## config.mk

```make
export PLATFORM = sky130hd
export DESIGN_NAME = alu_sequencer
export DESIGN_NICKNAME = d
export VERILOG_FILES = /design/src/rtl/alu_sequencer.sv
export SDC_FILE = /design/constraint.sdc
export NUM_CORES = 1
export LEC_CHECK = 0
export ABC_AREA = 1
export CORE_ASPECT_RATIO = 0.75
export CORE_MARGIN = 2
export CORE_UTILIZATION = 45
export CTS_BUF_LIST = sky130_fd_sc_hd__clkbuf_4 sky130_fd_sc_hd__clkbuf_8 sky130_fd_sc_hd__clkbuf_16
export DETAILED_ROUTE_END_ITERATION = 8
export PLACE_DENSITY_LB_ADDON = 0.05
export SLEW_MARGIN = 20
export SYNTH_ARGS = -nofsm -noshare
export SYNTH_HDL_FRONTEND = slang
export SYNTH_SLANG_ARGS = --single-unit
```

## constraint.sdc

```tcl
create_clock -name clk -period 1.8 [get_ports clk]
set_input_delay 0.27 -clock clk [delete_from_list [all_inputs] [get_ports clk]]
set_output_delay 0.27 -clock clk [all_outputs]
set_load 0.02 [all_outputs]
```

## src/rtl/alu_sequencer.sv

```systemverilog
// Multi-cycle sequencer for the 4-bit ALU operation set: one op per start/busy
// handshake, single-cycle logical/arith/shift and iterative shift-add MULT.
module alu_sequencer #(
  parameter int WIDTH = 4,
  parameter int CNT_W = 8
) (
  input  logic               clk,
  input  logic               rst,
  input  logic               start,
  input  logic [3:0]         op,
  input  logic [WIDTH-1:0]   x,
  input  logic [WIDTH-1:0]   y,
  input  logic               cin,
  output logic               busy,
  output logic               done,
  output logic [2*WIDTH-1:0] result,
  output logic               cout,
  output logic               err,
  output logic [CNT_W-1:0]   op_count
);

  localparam int SW = $clog2(WIDTH);
  localparam logic [3:0] OP_MULT = 4'b1010;

  typedef enum logic [1:0] {IDLE, EXEC, MUL, DONE} state_t;

  state_t             state;
  logic [WIDTH-1:0]   x_l;
  logic [WIDTH-1:0]   y_l;
  logic               cin_l;
  logic [3:0]         op_l;
  logic [SW-1:0]      iter;

  logic [WIDTH-1:0]   exec_lo;
  logic               exec_cout;
  logic               exec_err;
  logic [WIDTH:0]     sum;
  logic [2*WIDTH-1:0] addend;

  // Single-cycle datapath on the latched operands, consumed in EXEC.
  always_comb begin
    exec_lo   = '0;
    exec_cout = 1'b0;
    exec_err  = 1'b0;
    sum       = '0;
    case (op_l)
      4'b0000: exec_lo = x_l & y_l;
      4'b0001: exec_lo = ~(x_l & y_l);
      4'b0010: exec_lo = x_l | y_l;
      4'b0011: exec_lo = ~(x_l | y_l);
      4'b0100: exec_lo = x_l ^ y_l;
      4'b0101: exec_lo = ~(x_l ^ y_l);
      4'b0110: exec_lo = ~x_l;
      4'b0111: exec_lo = x_l << y_l[SW-1:0];
      4'b1000: begin
        sum       = {1'b0, x_l} + {1'b0, y_l} + {{WIDTH{1'b0}}, cin_l};
        exec_lo   = sum[WIDTH-1:0];
        exec_cout = sum[WIDTH];
      end
      4'b1001: begin
        sum       = {1'b0, x_l} + {1'b0, ~y_l} + {{WIDTH{1'b0}}, cin_l};
        exec_lo   = sum[WIDTH-1:0];
        exec_cout = sum[WIDTH];
      end
      OP_MULT: exec_lo = '0;
      default: exec_err = 1'b1;
    endcase
  end

  assign addend = {{WIDTH{1'b0}}, x_l} << iter;

  // DONE spans two cycles: the first raises the done pulse, the second
  // drops it and releases busy, so done always lags the result by one edge.
  always_ff @(posedge clk or posedge rst) begin
    if (rst) begin
      state    <= IDLE;
      busy     <= 1'b0;
      done     <= 1'b0;
      result   <= '0;
      cout     <= 1'b0;
      err      <= 1'b0;
      op_count <= '0;
      iter     <= '0;
      x_l      <= '0;
      y_l      <= '0;
      cin_l    <= 1'b0;
      op_l     <= '0;
    end else begin
      case (state)
        IDLE: begin
          if (start) begin
            x_l    <= x;
            y_l    <= y;
            cin_l  <= cin;
            op_l   <= op;
            busy   <= 1'b1;
            result <= '0;
            cout   <= 1'b0;
            err    <= 1'b0;
            iter   <= '0;
            state  <= (op == OP_MULT) ? MUL : EXEC;
          end
        end
        EXEC: begin
          result <= {{WIDTH{1'b0}}, exec_lo};
          cout   <= exec_cout;
          err    <= exec_err;
          state  <= DONE;
        end
        MUL: begin
          if (y_l[iter]) result <= result + addend;
          iter <= iter + SW'(1);
          if (iter == SW'(WIDTH - 1)) state <= DONE;
        end
        DONE: begin
          if (!done) begin
            done     <= 1'b1;
            op_count <= op_count + CNT_W'(1);
          end else begin
            done  <= 1'b0;
            busy  <= 1'b0;
            state <= IDLE;
          end
        end
        default: state <= IDLE;
      endcase
    end
  end

endmodule
```

**Yosys cells after proc, flatten, opt, wreduce, memory -nomap -nowiden**

Index checks and enable logic that the tools add are counted.

- Latch bits: 0
- Memory bits (writable): 0
- Output and inout bits: 20
- Flip-flop bits (word level): 37
- Bits in read-only memories: 0
- Logic and storage cells: 86
- Memories: 0

- Multiply operators: 0
- Eq/ne operators: 19
- Shift-type cells: 2
- Order comparisons: 1
- Bitwise logic cells: 9
- Mux-type cells: 22
- Div/mod/pow operators: 0
- Add/sub/neg operators: 7
- Reductions and logical operators: 14

Operators with widths:

| kind | number |
|---|---|
| 4-bit case mux with 10 select lines | 1 |
| 8-bit case mux with 3 select lines | 1 |
| 4-bit inverter | 5 |
| 4-bit by 3-bit equality test with 1-bit output (second input constant) | 4 |
| 4-bit equality test (second input constant) | 4 |
| 8-bit two-way mux | 2 |
| 11-bit OR reduction | 1 |
| 4-bit by 4-bit adder with 5-bit output | 2 |
| 5-bit by 1-bit adder with 5-bit output | 2 |
| 2-bit two-way mux | 5 |
| 3-bit AND reduction | 3 |
| 8-bit by 1-bit adder with 8-bit output (second input constant) | 1 |
| 8-bit adder | 1 |
| 4-bit by 2-bit equality test with 1-bit output (second input constant) | 2 |
| 2-bit inequality test (second input constant) | 4 |
| 1-bit case mux with 2 select lines | 4 |
| 2-bit case mux with 4 select lines | 1 |
| 2-bit AND reduction | 4 |
| 4-bit by 2-bit left shift with 8-bit output | 1 |
| 2-bit equality test (second input constant) | 3 |
| 1-bit two-way mux | 6 |
| 2-bit nonzero test | 3 |
| 4-bit AND | 1 |
| 4-bit by 1-bit equality test with 1-bit output (second input constant) | 1 |
| other kinds (12) | 12 |

**Logic depth before layout (Yosys ltp)**

- Word-level depth: 5
- Mapped depth: 13

**Worst setup path before layout**

No wires, ideal clock.

- Kind: reg-to-reg
- Start: reg x_l[0]
- End: reg result[2]
- Data required time: 1,676 ps
- Data arrival time: 1,857 ps
- Slack: -180 ps
- Library setup time: 124 ps
- Clock period less this slack: 1,980 ps
- Cell stages (with the launch flop): 11
- Path through: dfrtp_1 -> inv_1 -> fa_1 -> fa_1 -> xnor2_1 -> nand2_1 -> nand2_1 -> nor2_1 -> nand3_1 -> nand2_1 -> nand3_1

- Longest elaborated chain between the ends: 4
- Elaborated cells between the ends (all ways): 10

RTL lines:

| item | line | source |
|---|---|---|
| start, declared | 28 | `logic [WIDTH-1:0] x_l;` |
| start signal, assigned | 84 | `x_l <= '0;` |
| start signal, assigned | 92 | `x_l <= x;` |
| 4-bit by 4-bit adder with 5-bit output (tied with other cells) | 61 | `sum = {1'b0, x_l} + {1'b0, ~y_l} + {{WIDTH{1'b0}}, cin_l};` |
| 5-bit by 1-bit adder with 5-bit output (tied with other cells) | 61 |  |
| 4-bit case mux with 10 select lines / 8-bit two-way mux (equally long branches) | 46, 111 |  |
| 8-bit case mux with 3 select lines (*) | 89 | `case (state)` |
| end signal, assigned | 105 | `result <= {{WIDTH{1'b0}}, exec_lo};` |
| end signal, assigned | 111 | `if (y_l[iter]) result <= result + addend;` |
| end, declared | 16 | `output logic [2*WIDTH-1:0] result,` |

Every way passes the cells marked *; elsewhere a longest branch is shown, timed or not. The select of a mux whose other input is x is not followed.
A chain may end at the register's enable or synchronous reset.

**Final worst setup path**

- Start: reg x_l[0]
- End: reg result[1]

Same word-level chain as after synthesis.

==> impl_summary.txt <==
----------------------------------------------------
[Clock network]
  Clock-pin slew reported for the worst setup and hold paths after clock tree synthesis ... 0.08 ns
  Max Buffers Root-to-Sink ... 2
  Clk sinks ... 37
  TritonCTS buffer count ... 5
  H-tree lvl count ... 2
  Clock tree from TritonCTS ... built
  Cell at the root of the clock tree ... clkbuf_8
  Hold bufs inserted after CTS ... 0
  Clock Latency Late Sink ... 0.30 ns

[Synthesis]
  Cell type with the highest aggregate area in the netlist ... dfrtp_1
  Sequential share of the synthesized area ... 32.1%
  Area share of the largest cell type after synthesis ... 32.1%
  Synth warnings ... 0
  Most area-consuming cells after synthesis ... dfrtp_1 (32%), nand2_1 (13%), ha_1 (11%)
  Average instance area after synthesis ... 7.02 um^2
  Mapped cell area ... 2890 um^2
  Synthesized netlist cell count ... 411
  Synthesized netlist net count ... 458
  Count of unique library cells instantiated by Yosys ... 29
  Flip-flop and latch count after synthesis ... 37

[Detailed routing]
  Drt drc ... 0
  Detailed-route vias per instance ... 5.00
  Wirelength per Cell ... 14.2 um
  DRT Wirelength ... 8180 um
  Antenna viol nets, final ... 0
  Count of routing violations after the opening detailed-route iteration ... 200
  Drt first pass iters ... 4
  Detailed-route via count ... 2878

[Power]
  IR drop worst, VDD ... 0.917 mV
  Overall power after layout ... 7200 uW
  Power per unit of standard cell area ... 1850 nW/um^2
  Leakage power ... 0.00198 uW

[Global routing]
  Wire length of the first global-routing pass ... 12800 um
  Aggregate global-route resource usage ... 23.9%
  GRT overflow ... 0
  Pin count of the biggest net entering global routing ... 24
  Number of antenna violations at the first check in global routing ... 0
  Number of global-route vias before repair ... 2619

[STA]
  Actual transition at the worst max-transition pin ... 0.351 ns
  Worst Clk Skew ... 0.00256 ns
  Worst slew slack as a fraction of its limit ... 76.5%
  Maximum clock frequency ... 513 MHz
  Post-layout worst setup margin ... -0.150 ns
  Final period util ... 108%
  Endpoints failing setup ... 8
  Number of pins exceeding their max-slew limit in the final report ... 0
  Period minus WS final ... 1.95 ns
  Worst hold slack after final layout ... 0.278 ns
  Unrepaired setup endpoints after global routing ... true
  Hold violation total from the final report ... 0

[Place]
  Inst Count DP ... 558
  Routability congestion estimate ... 0.988
  DP Worst Slack ... -0.163 ns
  Port-buffer cells ... 35
  Post-detailed-placement cell area ... 3590 um^2
  Dpl hpwl ... 6180 um

[Worst setup path]
  CP delay by family, top ... adder cells
  Maximum single-stage delay on the critical path ... 0.43 ns
  Arrival time at the worst endpoint ... 2.13 ns
  Kind of capture point of the worst setup path ... register
  Cell Chain, Critical Path ... inv_4, fa_2, inv_2, fa_2, nor3b_1, nor2_1, nand3_1, nand2_1, nand3_1
  Maximum net fanout on the critical path ... 5
  Kind of critical path ... register to register
  Max stage delay cell, worst path ... fa_2
  Worst reg-to-reg setup slack ... -0.15 ns
  Endpoint required time on the critical path ... 1.98 ns
  Buf/Inv on CP ... 2
  Startpoint type of the worst setup path ... register

[Finish]
  Post-route design area ... 3880 um^2
  Fill cell count ... 607
  Non-filler instance count after layout ... 576
  Layout overhead on the synthesized area ... 34.5%
  Number of antenna repair diodes ... 0
  Fraction of layout instances using a drive strength above 1 ... 21.0%
  Final layout net count ... 541

[Die]
  Overall die height ... 73.4 um
  Die extent in x ... 96.5 um
  Starting density of the core ... 46.1%
  # rows ... 25
  Core area ... 6260 um^2
  Top Ports ... 36
  Area of the die ... 7080 um^2

[Min path]
  Min-Delay Path Class ... input pin to async pin

[Status]
  Outcome ... complete, but fails checks
  Violations in the final reports ... negative setup slack

[Flow run]
  Total of max-cap violations ... 0

----------------------------------------------------
## per-layer routing
metal	vias up	part of all wire, %	track usage, %
met1	1330	50	35.2
met5	-	0	0
met2	63	44	35.9
li1	1478	-	-
met3	7	5.4	5.03
met4	0	0.88	6.26
## worst paths after layout
check / start / end / cells past startpoint
min in group clk: op_count[7]$_DFFE_PP0P_ / op_count[7]$_DFFE_PP0P_ / 1
min reg2reg: op_count[7]$_DFFE_PP0P_ / op_count[7]$_DFFE_PP0P_ / 1
min: rst / op_count[0]$_DFFE_PP0P_ / 3
max: x_l[0]$_DFFE_PP0P_ / result[1]$_DFFE_PP0P_ / 9
max in group asynchronous: rst / y_l[0]$_DFFE_PP0P_ / 3
max reg2reg: x_l[0]$_DFFE_PP0P_ / result[1]$_DFFE_PP0P_ / 9
## state kept, by name, indices dropped and copies added (netlist names), 2 cells and up
register / cells
op_count: 8
state: 2
x_l: 4
y_l: 4
iter: 2
op_l: 4
result: 8
## cells in the mapped netlist
cell type  number
nand2_1       103
a21boi_0        1
nor2_4          1
nor2_2          2
nand2_2         1
dfrtp_1        37
o21ai_1         1
nor3_1          3
clkbuf_1        2
mux2i_1         1
o22ai_1         2
nand3_1        38
a21oi_1        18
o21bai_1        1
xnor2_1         2
nand3b_2        1
o21ai_0        27
buf_2           2
inv_2           3
nor3_2          2
nand3b_1        1
inv_1          54
nor3b_1         1
nand4_1         5
or2_2           1
xor2_1         10
ha_1           26
fa_1            5
nor2_1         60
## logic make-up after synthesis
family          share of synthesized area, %
compound gates                          8.93
xor+xnor                                3.64
fa+ha+maj                               14.7
buf+inv                                 8.02
flops                                   32.1
mux                                    0.347
simple gates                            32.2
## power by group
| part | switching, uW | total (uW) | internal (uW) |
|---|---|---|---|
| registers | 365 | 1530 | 1170 |
| clock network | 350 | 625 | 275 |
| logic | 2830 | 5040 | 2210 |
## cell usage in the layout (no fill, tap or decap), drive strengths merged, types with 5 or more instances in the layout
cell type	synthesis	layout
nand3	38	38
nand2	104	104
o21ai	28	28
fa	5	5
nor3	5	5
inv	57	58
clkdlybuf4s50	0	35
clkbuf	2	5
nor2	63	63
ha	26	26
xor2	10	10
dfrtp	37	37
buf	2	45
nand4	5	5
a21oi	18	18
## final cells by class
type | count | area, um^2 | area share [%]
inverters | 57 | 216 | 5.57
repair buffers | 80 | 707 | 18.2
clock buffers | 5 | 68.8 | 1.77
flip-flops and latches | 37 | 928 | 23.9
well taps | 81 | 101 | 2.61
multi-input cells | 313 | 1840 | 47.4
clock inverters | 3 | 21.3 | 0.548
## worst register-to-register path, delay by kind of cell (launching register included)
kind                       cells  cell delay [ns]
adders and majority gates      2             0.77
and+or+nand+nor                5             0.51
DFF                            1             0.41
buffers and inverters          2             0.15
## metrics by stage
stage / util (%) / setup TNS [ns]
3_5_place_dp: 57.4 / -0.763
4_1_cts: 60.2 / -0.325
3_3_place_gp: 57.4 / -0.624
5_1_grt: 62.1 / -1.48
6_report: 62.1 / -0.609
2_1_floorplan: - / -0.0517
## repair_timing
item | 4_1_cts | 5_1_grt
resized for setup | 21 | 29
gates cloned | 0 | 0
endpoints found under the hold margin | 0 | 0
pin swaps | 2 | 18
setup buffers | 6 | 4
setup endpoints to repair | 8 | 10
No activity file was read; power rests on OpenSTA's default activity.
